==> config.mk <==
export PLATFORM = sky130hd
export DESIGN_NAME = mem_arbiter
export DESIGN_NICKNAME = d
export VERILOG_FILES = /design/src/rtl/cpu_mem_pkg.sv /design/src/rtl/rr_arbiter2.sv /design/src/rtl/mem_arbiter.sv
export SDC_FILE = /design/constraint.sdc
export NUM_CORES = 1
export LEC_CHECK = 0
export ABC_AREA = 1
export ABC_CLOCK_PERIOD_IN_PS = 4400
export CORE_MARGIN = 2
export CORE_UTILIZATION = 43
export CTS_BUF_LIST = sky130_fd_sc_hd__clkbuf_4 sky130_fd_sc_hd__clkbuf_8 sky130_fd_sc_hd__clkbuf_16
export CTS_CLUSTER_DIAMETER = 150
export DETAILED_ROUTE_END_ITERATION = 12
export GPL_ROUTABILITY_DRIVEN = 0
export HOLD_SLACK_MARGIN = 0.03
export PLACE_DENSITY = 0.95
export SYNTH_ARGS = -nofsm -noshare
export SYNTH_HDL_FRONTEND = slang
export SYNTH_SLANG_ARGS = --single-unit
==> constraint.sdc <==
create_clock -name Clk -period 4.4 [get_ports Clk]
set_input_delay 0.44 -clock Clk [delete_from_list [all_inputs] [get_ports Clk]]
set_output_delay 0.44 -clock Clk [all_outputs]
set_load 0.005 [all_outputs]
==> src/rtl/cpu_mem_pkg.sv <==
// Shared types and constants for the CPU/loader memory arbitration slice.
package cpu_mem_pkg;

    typedef enum logic [1:0] {
        IDLE,
        ACCESS,
        RESP
    } arb_state_t;

    localparam int REQ_CPU    = 0;
    localparam int REQ_DMA    = 1;

    localparam int DEF_ADDR_W = 32;
    localparam int DEF_DATA_W = 32;

endpackage

==> src/rtl/rr_arbiter2.sv <==
// Combinational 2-way round-robin pick; last is the index of the previous grant.
module rr_arbiter2 (
    input  logic [1:0] req,
    input  logic       last,
    output logic [1:0] grant
);

    // On a tie the requester that did not win last time takes the grant.
    always_comb begin
        grant    = '0;
        grant[0] = req[0] & (~req[1] | last);
        grant[1] = req[1] & (~req[0] | ~last);
    end

endmodule

==> src/rtl/mem_arbiter.sv <==
// Two-requester memory arbiter: round-robin grant, fixed-latency access, one-cycle ack.
module mem_arbiter
    import cpu_mem_pkg::*;
#(
    parameter int ADDR_W  = DEF_ADDR_W,
    parameter int DATA_W  = DEF_DATA_W,
    parameter int MEM_LAT = 1
) (
    input  logic                Clk,
    input  logic                Rst,
    input  logic [1:0]          Req,
    input  logic [1:0]          Wr,
    input  logic [2*ADDR_W-1:0] Addr,
    input  logic [2*DATA_W-1:0] WData,
    output logic [1:0]          Ack,
    output logic [DATA_W-1:0]   RData,
    output logic                Mem_Read,
    output logic                Mem_Write,
    output logic [ADDR_W-1:0]   Mem_Addr,
    output logic [DATA_W-1:0]   Mem_WData,
    input  logic [DATA_W-1:0]   Mem_RData,
    output logic [1:0]          Owner
);

    localparam logic [3:0] LAT_CNT = 4'(MEM_LAT);

    arb_state_t          r_state;
    logic [3:0]          r_cnt;
    logic                r_last;
    logic                r_wr;
    logic [1:0]          r_owner;
    logic [1:0]          r_ack;
    logic [DATA_W-1:0]   r_rdata;
    logic                r_mem_rd;
    logic                r_mem_wr;
    logic [ADDR_W-1:0]   r_mem_addr;
    logic [DATA_W-1:0]   r_mem_wdata;

    logic [1:0]          w_grant;
    logic                w_sel_dma;
    logic                w_wr_sel;
    logic [ADDR_W-1:0]   w_addr_sel;
    logic [DATA_W-1:0]   w_wdata_sel;

    rr_arbiter2 u_rr (
        .req   (Req),
        .last  (r_last),
        .grant (w_grant)
    );

    always_comb begin
        w_sel_dma   = w_grant[REQ_DMA];
        w_wr_sel    = w_sel_dma ? Wr[REQ_DMA] : Wr[REQ_CPU];
        w_addr_sel  = w_sel_dma ? Addr[REQ_DMA*ADDR_W +: ADDR_W]
                                : Addr[REQ_CPU*ADDR_W +: ADDR_W];
        w_wdata_sel = w_sel_dma ? WData[REQ_DMA*DATA_W +: DATA_W]
                                : WData[REQ_CPU*DATA_W +: DATA_W];
    end

    // Memory strobes are registered on grant so they are valid for every ACCESS cycle.
    always_ff @(posedge Clk or negedge Rst) begin
        if (!Rst) begin
            r_state     <= IDLE;
            r_cnt       <= '0;
            r_last      <= 1'b1;
            r_wr        <= 1'b0;
            r_owner     <= '0;
            r_ack       <= '0;
            r_rdata     <= '0;
            r_mem_rd    <= 1'b0;
            r_mem_wr    <= 1'b0;
            r_mem_addr  <= '0;
            r_mem_wdata <= '0;
        end else begin
            case (r_state)
                IDLE: begin
                    if (|Req) begin
                        r_owner     <= w_grant;
                        r_wr        <= w_wr_sel;
                        r_mem_rd    <= ~w_wr_sel;
                        r_mem_wr    <= w_wr_sel;
                        r_mem_addr  <= w_addr_sel;
                        r_mem_wdata <= w_wdata_sel;
                        r_cnt       <= LAT_CNT;
                        r_state     <= ACCESS;
                    end
                end
                ACCESS: begin
                    if (r_cnt == 4'd1) begin
                        r_mem_rd    <= 1'b0;
                        r_mem_wr    <= 1'b0;
                        r_mem_addr  <= '0;
                        r_mem_wdata <= '0;
                        r_ack       <= r_owner;
                        r_rdata     <= r_wr ? '0 : Mem_RData;
                        r_cnt       <= '0;
                        r_state     <= RESP;
                    end else begin
                        r_cnt <= r_cnt - 4'd1;
                    end
                end
                RESP: begin
                    r_ack   <= '0;
                    r_rdata <= '0;
                    r_last  <= r_owner[REQ_DMA];
                    r_owner <= '0;
                    r_state <= IDLE;
                end
                default: r_state <= IDLE;
            endcase
        end
    end

    assign Ack       = r_ack;
    assign RData     = r_rdata;
    assign Owner     = r_owner;
    assign Mem_Read  = r_mem_rd;
    assign Mem_Write = r_mem_wr;
    assign Mem_Addr  = r_mem_addr;
    assign Mem_WData = r_mem_wdata;

endmodule

* Word-level counts from Yosys, hierarchy flattened *
Index checks and enable logic that the tools add are counted.

operators by class
  reduce and logical (&&, ||, !) cells = 11
  bitwise gates (word level) = 8
  equal/unequal tests = 5
  $add $sub $neg = 1
  mux-type cells = 26

operators with widths
  cell                   number
  $mux W32               7
  $pmux W32 S2           3
  $pmux W2 S2            3
  $reduce_and A2 Y1      5
  $mux W2                4
  $mux W4                2
  $pmux W4 S2            1
  $reduce_bool A2 Y1     3
  $eq A4 B1 Y1 const B   1
  $mux W1                4
  $ne A2 B2 Y1 const B   2
  $not A1 Y1             4
  $pmux W1 S2            2
  $sub A4 B1 Y4 const B  1
  $reduce_and A3 Y1      1
  $and A1 B1 Y1          2
  $eq A2 B1 Y1 const B   1
  $eq A2 B2 Y1 const B   1
  $logic_not A2 Y1       1
  $or A1 B1 Y1           2
  $reduce_or A2 Y1       1

word-level totals
  word-level logic and storage cells = 62
  output and inout bits = 102
  input bits = 166
  register bits = 110

* Depth between registers and ports, before layout *
Gate-level depths: netlist (run 1).

  depth in word-level cells = 7
  mapped depth = 9
  mapped depth without buffers = 7

* Modules after synthesis *
From an unflattened synthesis (run 1), not the netlist that was laid out.

unflattened totals
  cell total of the unflattened synthesis = 720
  area total of the unflattened synthesis = 5,439.0 sq um

by module, submodules not included
  module       cells an instance  area each (sq um)  instances
  mem_arbiter  716                5,411.4            1
  rr_arbiter2  4                  27.5               1

* Least setup slack after synthesis (run 1) *
OpenSTA, ideal clock, no wires.

  path type = register to register
  start point = register r_cnt[1]
  end point = register r_mem_addr[0], in the netlist Mem_Addr[0]
  arrival time = 1,277 ps
  setup time = 121 ps
  buffers on the path = 2
  data required time = 4,279 ps
  path slack = 3,001 ps
  stages on the path, launching flop included = 10
  path through = dfrtp_1 -> inv_1 -> ha_1 -> nand2_1 -> nor2_4 -> nor2_4 -> buf_6 -> buf_6 -> nand2_1 -> nand2_1

on the way
  word-level cells in the longest chain between the ends = 3

ends and longest elaborated chain
  what                                RTL line           source
  start: declaration                  mem_arbiter.sv:28  logic [3:0] r_cnt;
  start signal: assignment            mem_arbiter.sv:99  r_cnt <= r_cnt - 4'd1;
  $eq A4 B1 Y1                        mem_arbiter.sv:89  if (r_cnt == 4'd1) begin
  $ne A2 B2 Y1 (no source line)       n/a
  $reduce_and A3 Y1 (no source line)  n/a
  end signal: assignment              mem_arbiter.sv:82  r_mem_addr <= w_addr_sel;
  end: declaration                    mem_arbiter.sv:36  logic [ADDR_W-1:0] r_mem_addr;

No other way between the ends.
A chain may end at the register's enable or synchronous reset.

* Worst setup path after layout (run 1) *
  start point = input port Req[0]
  end point = register r_mem_wdata[18], in the netlist Mem_WData[18]

on the way
  word-level cells in the longest chain between the ends = 6
  elaborated cells between the ends (all ways) = 9

ends and longest elaborated chain
  what                    RTL line           source
  start: declaration      mem_arbiter.sv:11  input logic [1:0] Req,
  $not A1 Y1              rr_arbiter2.sv:12  grant[1] = req[1] & (~req[0] | ~last);
  $or A1 B1 Y1            rr_arbiter2.sv:12
  $and A1 B1 Y1           rr_arbiter2.sv:12
  $mux W32                mem_arbiter.sv:56  w_wdata_sel = w_sel_dma ? WData[REQ_DMA*DATA_W +: DATA_W]
  $mux W32                mem_arbiter.sv:77  if (|Req) begin
  $pmux W32 S2            mem_arbiter.sv:75  case (r_state)
  end signal: assignment  mem_arbiter.sv:83  r_mem_wdata <= w_wdata_sel;
  end: declaration        mem_arbiter.sv:37  logic [DATA_W-1:0] r_mem_wdata;

Several ways; a longest one is shown, not always the timed one. The select of a mux whose other input is x is not followed.

==> results of run 1 <==
## critical path, cell delays in order
cell             delay, ns
clkdlybuf4s50_1       0.53
nand2_1               0.13
nand2_4               0.68
buf_4                 0.44
nand2_1               0.09
o211ai_1              0.09
nand2_1               0.07
## flip-flops by register name (all words and copies together), names as in the netlist, 2 cells and up
signal	cells
Mem_WData	32
r_cnt	4
RData	32
r_state	2
Owner	2
Mem_Addr	32
Ack	2
## layout make-up
type / count / area, sq um / share of cell area, %
Sequential cell: 110 / 2750 / 33.8
Timing Repair Buffer: 273 / 2720 / 33.3
Multi-Input combinational cell: 409 / 1930 / 23.7
Inverter: 75 / 282 / 3.45
Clock buffer: 13 / 268 / 3.29
Tap cell: 147 / 184 / 2.26
Clock inverter: 3 / 18.8 / 0.230
## cells by family (layout without fill, tap and decap cells)
kind of cell	count (synthesis)	in the layout	synth area share, %
simple gates	334	334	26.3
buf+inv	113	364	9.95
flops	110	110	53.0
compound gates	72	72	10.0
fa+ha+maj	2	2	0.482
xor+xnor	1	1	0.169
## per-layer routing
metal / share of wire, % / global-route usage [%]
met4: 1.5 / 8.05
met5: 0 / 0
met3: 7.5 / 5.95
met2: 52 / 41.5
met1: 39 / 25.5
## worst paths after layout
kind | start | end | slack (ns)
max in group asynchronous | Rst | r_last | 3.12
worst max-delay path | Req[0] | Mem_WData[18] | 2.06
worst max register to register | r_last | Mem_WData[18] | 2.17
worst min-delay path | Rst | Mem_Addr[3] | 0.21
min in group Clk | Mem_Addr[14] | Mem_Addr[14] | 0.47
worst min register to register | Mem_Addr[14] | Mem_Addr[14] | 0.47
## power groups by stage
stage	logic (W)	clock network, W	registers, W
final	0.00235	0.000771	0.00171
after global routing	0.00261	0.000841	0.00176
after CTS	0.00238	0.000797	0.00172
after detailed placement	0.00238	0	0.00172
after global placement	0.00230	0	0.00170
after floorplan	0.00120	0	0.00173
## synth_stat cells (2+ instances only)
cell type  instances
nand3_1           40
buf_6              7
ha_1               2
nor2_4             5
o211ai_1          64
o21ai_0            6
clkbuf_1           4
nor2_1             4
buf_1              3
buf_2             20
dfrtp_1          109
nand2_1          280
inv_1             73
buf_4              4
inv_2              2
## through the flow
| stage | hold slack, ns | setup WS (ns) | instances | power [W] | instance area [sq um] |
|---|---|---|---|---|---|
| after floorplan | 0.144 | 3.00 | 632 | 0.00293 | 5190 |
| after global placement | 0.453 | 1.86 | 1014 | 0.00400 | 7860 |
| after detailed placement | 0.458 | 1.74 | 1014 | 0.00410 | 7860 |
| after CTS | 0.255 | 2.09 | 1030 | 0.00489 | 8150 |
| after global routing | 0.276 | 1.89 | 1030 | 0.00522 | 8150 |
| final | 0.212 | 2.06 | 1030 | 0.00484 | 8150 |
==> results.txt, run 1 <==
fin nets: 1,046
via/cell ratio: 4.87
post-cts repair resize count: 0
Die ar.: 0.0130 sq mm
WL/cell: 14.4 um
Slew Viols, Final: 0
status: finished clean
P_leak: 4.05 nW
CP Capture Type: register
combinational fraction of design power: 48.6%
Fmax achieved: 0.427 GHz
clk root buf: clkbuf_16
top-area cell type share of the netlist area: 52.5%
post-synthesis async set-or-reset flop share: 100%
post-DP HPWL: 10,900 um
core area: 0.0119 sq mm
post-layout util: 68.4%
Post-Syn Instances: 632
Clock power frac: 15.9%
Max transition margin: 32.8%
switching share of power: 36.5%
Initial Util: 43.6%
Area growth, synth to finish: 57.0%
Worst setup SP type: input pin
die height: 114 um
endpoints failing setup: 0
sequential fraction of design power: 35.4%
Sum Neg Setup Slack: 0 ns
reg2reg path depth: 6
hold buffers post-CTS: 0
RSZ-0062 raised after global routing: false
Rows: 40
Worst Max-Slew Pin Slew: 1.01 ns
fillcell total: 931
Inserted Diodes: 0
most frequent cells in the layout: nand2_1 (279), clkdlybuf4s50_1 (266), dfrtp_1 (109)
Skew-Pair Late Insertion Delay: 0.34 ns
CTS tree: yes
Reg clk slew, reported paths: 0.07 ns
H-tree depth: 3
WS Path Type: input pin to register
register area share after synthesis: 53.0%
CTS Buffer Depth: 2
skew final: 0.0101 ns
worst hold path type: input pin to async pin
layout cells sized above 1: 3.96%
drt pass-1 iters: 5
IO Port Bufs: 267
P_int: 0.00307 W
most common cell after layout, fill and taps aside: nand2_1
critical path arrival: 2.56 ns
synth warn: 0
Netlist cell types: 24
peak supply drop: 0.260 mV
Area contributors post-synth: dfrtp_1 (53%), nand2_1 (20%), o211ai_1 (9.3%)
IO Pins: 268
pin count of the biggest net entering global routing: 105
Syn Area/Cell: 8.22 sq um
number of global-route vias before repair: 4,985
CTS buffer count: 9
DRT iter0 DRCs: 335
initial antenna violation count: 0
final worst path period share: 53.2%
Die Wd: 114 um
final hold violation count: 0
EDFF count, synth: 0
DRT Wirelength: 14,800 um
area leader, netlist: dfrtp_1
NetSw: 0.00177 W
mapped cell area: 0.00519 sq mm
Crit path required time: 4.62 ns
total track usage: 22.7%
first-pass GRT wire length: 23,400 um
Synth Register Bits: 110
CP max FO: 104
Post-Syn Nets: 800
DRC violations left: 0
Post-CTS Setup Repair Bufs: 0
Antenna Nets Post-Route: 0
minimum clock period: 2.34 ns
total of max-cap violations: 0
Most used DFF post-synth: dfrtp_1
DR vias: 5,020
pwr dens: 594 mW/mm^2
clock sinks: 110
grt ovf: 0
Note: power is estimated with default switching activity, not from simulation.
==> inputs of run 2 (changes only) <==
--- a/config.mk
+++ b/config.mk
@@ -6,15 +6,15 @@
 export NUM_CORES = 1
 export LEC_CHECK = 0
 export ABC_AREA = 1
-export ABC_CLOCK_PERIOD_IN_PS = 4400
+export ABC_CLOCK_PERIOD_IN_PS = 2050
 export CORE_MARGIN = 2
-export CORE_UTILIZATION = 43
+export CORE_UTILIZATION = 36
 export CTS_BUF_LIST = sky130_fd_sc_hd__clkbuf_4 sky130_fd_sc_hd__clkbuf_8 sky130_fd_sc_hd__clkbuf_16
 export CTS_CLUSTER_DIAMETER = 150
 export DETAILED_ROUTE_END_ITERATION = 12
 export GPL_ROUTABILITY_DRIVEN = 0
 export HOLD_SLACK_MARGIN = 0.03
-export PLACE_DENSITY = 0.95
+export PLACE_DENSITY = 0.87
 export SYNTH_ARGS = -nofsm -noshare
 export SYNTH_HDL_FRONTEND = slang
 export SYNTH_SLANG_ARGS = --single-unit
==> constraint.sdc (replaced) <==
create_clock -name Clk -period 2.05 [get_ports Clk]
set_input_delay 0.205 -clock Clk [delete_from_list [all_inputs] [get_ports Clk]]
set_output_delay 0.205 -clock Clk [all_outputs]
set_load 0.005 [all_outputs]
==> run 2 against run 1 <==
  * Sequential share of layout area is 0.66 points lower
  * Worst hold slack better by 0.17 ns
  * Non-clock buffer count up 5
  * Global-route usage down 3.7 points
  * Power grew 120%
  * Utilization fell by 9.0 points
  * First-iteration DRC count decreased by 39%
  * Worst setup slack lost 1.6 ns
  * Sequential power up 110%
  * Critical path depth fell by 1
  * Wire length down 2.6%
  * Critical path type is now register to register
==> results.txt, run 2 (same netlist as run 1, synthesis figures left out) <==
status: finished clean
Initial Util: 37.1% (-6.5 points)
Reg2Reg Setup Slack: 0.51 ns (-1.66 ns)
CTS Buffer Depth: 2 (unchanged)
endpoints failing setup: 0 (unchanged)
WS Path Type: register to register
clk root buf: clkbuf_16
final worst path period share: 75.1%
first-pass GRT wire length: 22,900 um (-2.4%)
Critical R2R Launch: r_state[1]
reg2reg path depth: 6 (unchanged)
Worst Max-Slew Pin Slew: 0.512 ns (-0.497 ns)
core area: 0.0140 sq mm (+17%)
Die Wd: 124 um (+9.0%)
critical path arrival: 1.83 ns (-0.73 ns)
Worst setup SP type: register
Rows: 43 (+7.5%)
CTS buffer count: 9 (unchanged)
Max stage delay on crit path: 0.44 ns (-0.24 ns)
Clock power frac: 16.7% (+0.8 points)
grt ovf: 0 (unchanged)
CP delay by family, top: buffers and inverters
Max stage delay cell, worst path: dfrtp_1
IO Port Bufs: 267 (unchanged)
Fmax achieved: 0.649 GHz
CP Cell Sequence: inv_2, nand2_1, nor2_4, buf_4, o211ai_1, nand2_1
Crit path required time: 2.34 ns (-2.28 ns)
post-DP HPWL: 10,800 um (-0.50%)
worst hold path type: input pin to async pin
pwr dens: 1270 mW/mm^2 (+110%)
Worst Hold Margin: 0.381 ns (+0.169 ns)
via/cell ratio: 4.65 (-4.5%)
total of max-cap violations: 0 (unchanged)
Die ar.: 0.0154 sq mm (+19%)
most common cell after layout, fill and taps aside: nand2_1
pin count of the biggest net entering global routing: 66 (-37%)
Reg2Reg Capture Point: Mem_WData[17]
die height: 124 um (+9.0%)
P_leak: 4.09 nW (+1.2%)
Antenna Nets Post-Route: 0 (unchanged)
CTS tree: yes
minimum clock period: 1.54 ns
Finished Layout Cells: 1,068 (+3.7%)
IO Pins: 268 (unchanged)
total track usage: 18.9% (-3.7 points)
H-tree depth: 3 (unchanged)
DRT Wirelength: 14,400 um (-2.6%)
combinational fraction of design power: 48.6% (about the same)
Area growth, synth to finish: 60.1%
fin nets: 1,051 (+0.48%)
P_int: 0.00663 W (+120%)
placed instance count: 1,051 (+3.6%)
WL/cell: 13.5 um (-6.1%)
DRT iter0 DRCs: 203 (-39%)
skew final: 0.00548 ns (-0.00465 ns)
switching share of power: 37.0% (+0.48 points)
initial antenna violation count: 0 (unchanged)
most frequent cells in the layout: nand2_1 (279), clkdlybuf4s50_1 (266), dfrtp_1 (109)
sequential fraction of design power: 34.8% (-0.6 points)
Skew-Pair Late Insertion Delay: 0.35 ns (about the same)
CP max FO: 39 (-63%)
DR vias: 4,970 (-1.0%)
critical path's most frequent cell: nand2_1
RSZ-0062 raised after global routing: false
DRC violations left: 0 (unchanged)
number of global-route vias before repair: 4,726 (-5.2%)
crit path buf inv count: 2 (unchanged)
clock sinks: 110 (unchanged)
Post-CTS Setup Repair Bufs: 0 (unchanged)
Reg clk slew, reported paths: 0.07 ns (about the same)
peak supply drop: 0.681 mV (+160%)
final hold violation count: 0 (unchanged)
NetSw: 0.00389 W (+120%)
Sum Neg Setup Slack: 0 ns (unchanged)
drt pass-1 iters: 4 (-1)
CP Capture Type: register
layout cells sized above 1: 4.39% (+0.43 points)
Inserted Diodes: 0 (unchanged)
Slew Viols, Final: 0 (unchanged)
Max transition margin: 65.9% (+33 points)
[run 2: cell types whose count changed in the layout (fill, tap and decap cells not counted), sizes merged]
cell / delta
dlygate4sd3: +1
inv: +3
clkinv: +1
clkbuf: -4
buf: +4
[run 2: metrics by stage]
step                cell area, sq um  utilization [%]  setup slack (ns)  total power (W)
floorplan                       5190                -             0.651          0.00630
global placement                8000             57.2             0.288          0.00873
finish                          8310             59.4             0.510           0.0105
global route                    8310             59.4             0.374           0.0114
detailed placement              8000             57.2             0.245          0.00889
CTS                             8310             59.4             0.492           0.0107
[run 2: worst max path at each step]
stage / slack (ns) / end / from / depth (start not counted)
after global routing: 0.37 / RData[11] / r_cnt[1] / 7
after floorplan: 0.65 / Mem_Addr[0] / r_cnt[1] / 9
after CTS: 0.49 / RData[11] / r_cnt[1] / 7
after global placement: 0.29 / Mem_WData[14] / Req[1] / 6
after detailed placement: 0.24 / Mem_Addr[25] / Req[1] / 6
final: 0.51 / Mem_WData[17] / r_state[1] / 6
[run 2: what timing repair did]
action	4_1_cts	5_1_grt
hold endpoints to repair	33	0
resized for setup	0	0
endpoints found under the setup margin	0	0
hold buffers	1	0
[run 2: layer usage]
layer  vias up  global-route usage [%]  wire, um  part of all wire [%]
met2       193                    32.3      7020                    49
met4         0                    6.53       259                   1.8
li1       2498                       -         -                     -
met5         -                       0         0                     0
met1      2261                    21.9      5700                    39
met3        18                    6.82      1450                    10
[run 2: power by group through the flow]
stage          Combinational [W]  Sequential (W)  Clock [W]
2_1_floorplan            0.00258         0.00372          0
3_3_place_gp             0.00509         0.00364          0
3_5_place_dp             0.00520         0.00369          0
4_1_cts                  0.00521         0.00366    0.00181
5_1_grt                  0.00574         0.00377    0.00190
6_report                 0.00511         0.00366    0.00175
[run 2: layout make-up]
class	instances	area, sq um
fill	1227	5680
timing repair buffer	278	2820
sequential	110	2750
multi-input combinational	409	1930
inverter	75	282
clock buffer	9	225
tap	180	225
clock inverter	7	78.8
==> inputs of run 3 (changes only) <==
--- a/config.mk
+++ b/config.mk
@@ -6,15 +6,15 @@
 export NUM_CORES = 1
 export LEC_CHECK = 0
 export ABC_AREA = 1
-export ABC_CLOCK_PERIOD_IN_PS = 2050
+export ABC_CLOCK_PERIOD_IN_PS = 1590
 export CORE_MARGIN = 2
-export CORE_UTILIZATION = 36
+export CORE_UTILIZATION = 40
 export CTS_BUF_LIST = sky130_fd_sc_hd__clkbuf_4 sky130_fd_sc_hd__clkbuf_8 sky130_fd_sc_hd__clkbuf_16
 export CTS_CLUSTER_DIAMETER = 150
 export DETAILED_ROUTE_END_ITERATION = 12
 export GPL_ROUTABILITY_DRIVEN = 0
 export HOLD_SLACK_MARGIN = 0.03
-export PLACE_DENSITY = 0.87
+export PLACE_DENSITY = 0.91
 export SYNTH_ARGS = -nofsm -noshare
 export SYNTH_HDL_FRONTEND = slang
 export SYNTH_SLANG_ARGS = --single-unit
==> constraint.sdc (replaced) <==
create_clock -name Clk -period 1.59 [get_ports Clk]
set_input_delay 0.159 -clock Clk [delete_from_list [all_inputs] [get_ports Clk]]
set_output_delay 0.159 -clock Clk [all_outputs]
set_load 0.005 [all_outputs]
==> run 3 against run 2 <==
  * Clock power is 39% higher
  * Power grew 35%
  * First-iteration DRC count is 27% higher
  * Sequential share of layout area fell by 0.57 points
  * Critical endpoint is now Mem_WData[9]
  * Non-clock buffer count rose by 9
  * Clock skew increased by 0.0035 ns
==> results.txt, run 3 (same netlist as run 1, synthesis figures left out) <==
combinational fraction of design power: 49.2% (+0.6 points)
most frequent cells in the layout: nand2_1 (279), clkdlybuf4s50_1 (266), dfrtp_1 (109)
Slew Viols, Final: 0 (unchanged)
CP max FO: 2 (-95%)
total of max-cap violations: 0 (unchanged)
IO Port Bufs: 267 (unchanged)
clk root buf: clkbuf_16
Max stage delay on crit path: 0.56 ns (+0.12 ns)
DRT iter0 DRCs: 257 (+27%)
initial antenna violation count: 0 (unchanged)
FF/Latch Area: 0.00275 sq mm (unchanged)
Crit path required time: 1.43 ns (-0.91 ns)
final hold violation count: 0 (unchanged)
drt pass-1 iters: 4 (unchanged)
grt ovf: 0 (unchanged)
most common cell after layout, fill and taps aside: nand2_1
Max stage delay cell, worst path: clkdlybuf4s50_1
Fmax achieved: 0.688 GHz
post-route cell area: 0.00846 sq mm (+1.8%)
RSZ-0062 raised after global routing: false
via/cell ratio: 4.78 (+2.8%)
Worst Hold Margin: 0.225 ns (-0.156 ns)
critical path arrival: 1.30 ns (-0.53 ns)
Initial Util: 41.0% (+3.9 points)
layout cells sized above 1: 5.57% (+1.2 points)
IO Pins: 268 (unchanged)
NetSw: 0.00503 W (+29%)
pwr dens: 1680 mW/mm^2 (+32%)
minimum clock period: 1.45 ns
skew final: 0.00894 ns (+0.00346 ns)
DRT Wirelength: 14,900 um (+3.2%)
Die ar.: 0.0139 sq mm (-9.7%)
clock sinks: 110 (unchanged)
Clock power frac: 17.2% (+0.5 points)
DRC violations left: 0 (unchanged)
P_int: 0.00916 W (+38%)
Max transition margin: 78.5% (+13 points)
CP delay by family, top: buffers and inverters
Die Wd: 118 um (-5.0%)
Reg clk slew, reported paths: 0.07 ns (about the same)
endpoints failing setup: 0 (unchanged)
DR vias: 5,113 (+2.9%)
sequential fraction of design power: 33.6% (-1.2 points)
pre-CTS WS: -0.0274 ns (-0.272 ns)
WS Path Type: register to primary output
Area growth, synth to finish: 62.9%
switching share of power: 35.4% (-1.6 points)
CP Capture Type: primary output
final setup margin: 0.136 ns (-0.375 ns)
status: finished clean
number of global-route vias before repair: 4,975 (+5.3%)
fin nets: 1,060 (+0.86%)
crit path buf inv count: 1 (-1)
WL/cell: 13.9 um (+3.1%)
P_leak: 4.17 nW (+1.7%)
final worst path period share: 91.5%
Power Total: 0.0142 W (+35%)
area of the multi-input gates: 0.00193 sq mm (+0.13%)
Rows: 41 (-4.7%)
worst hold path type: input pin to async pin
post-DP HPWL: 11,500 um (+6.0%)
Worst Max-Slew Pin Slew: 0.322 ns (-0.190 ns)
core area: 0.0127 sq mm (-9.4%)
CP Cell Sequence: clkdlybuf4s50_1
CTS tree: yes
peak supply drop: 0.708 mV (+3.9%)
pin count of the biggest net entering global routing: 61 (-7.6%)
die height: 118 um (-5.0%)
placed instance count: 1,052 (+0.095%)
CTS Buffer Depth: 2 (unchanged)
Worst setup SP type: register
CTS buffer count: 9 (unchanged)
Antenna Nets Post-Route: 0 (unchanged)
placed cell areas: 0.00812 sq mm (+1.5%)
total track usage: 21.7% (+2.8 points)
Inserted Diodes: 0 (unchanged)
Finished Layout Cells: 1,069 (+0.094%)
H-tree depth: 3 (unchanged)
fillcell total: 1,030 (-16%)
Skew-Pair Late Insertion Delay: 0.34 ns (about the same)
first-pass GRT wire length: 24,600 um (+7.4%)
## run 3: layer usage
layer	routed length, um	up-vias	GRT usage [%]	share of wire [%]
met5	0	-	0	0
met2	7330	225	37.5	49
li1	-	2516	-	-
met3	1240	28	5.91	8.3
met1	5980	2344	25.9	40
met4	345	0	8.13	2.3
## run 3: final cells by class
cell class,count,area share [%]
repair buffers,287,34.9
flip-flops and latches,110,32.6
multi-input cells,409,22.8
inverters,75,3.33
clock buffers,11,2.91
well taps,172,2.54
clock inverters,5,0.962
## run 3: worst paths after layout
check                         startpoint       endpoint  slack (ns)  cells past startpoint
max reg2reg                     r_cnt[1]    Mem_Addr[8]        0.16                      8
min in group Clk            Mem_RData[1]       RData[1]        0.35                      3
max                         Mem_WData[9]   Mem_WData[9]        0.14                      1
min reg2reg                Mem_WData[12]  Mem_WData[12]        0.47                      2
max in group asynchronous            Rst      RData[29]        0.79                      3
min                                  Rst      RData[25]        0.22                      2
## run 3: power by group through the flow
| stage | Sequential [W] | Combinational [W] | Clock [W] |
|---|---|---|---|
| floorplan | 0.00479 | 0.00333 | 0 |
| global placement | 0.00475 | 0.00683 | 0 |
| detailed placement | 0.00480 | 0.00707 | 0 |
| CTS | 0.00477 | 0.00709 | 0.00251 |
| global route | 0.00491 | 0.00773 | 0.00261 |
| finish | 0.00477 | 0.00698 | 0.00244 |
## run 3: metrics by stage
stage	utilization, %	TNS, ns
after floorplan	-	0
final	66.8	0
after CTS	66.7	0
after detailed placement	64.1	-0.0526
after global routing	66.8	0
after global placement	64.1	0
## run 3: timing repair
action,in CTS,in global routing
hold buffers,1,0
buffers inserted,0,0
endpoints found under the hold margin,109,0
setup endpoints to repair,0,28
resized for setup,0,2
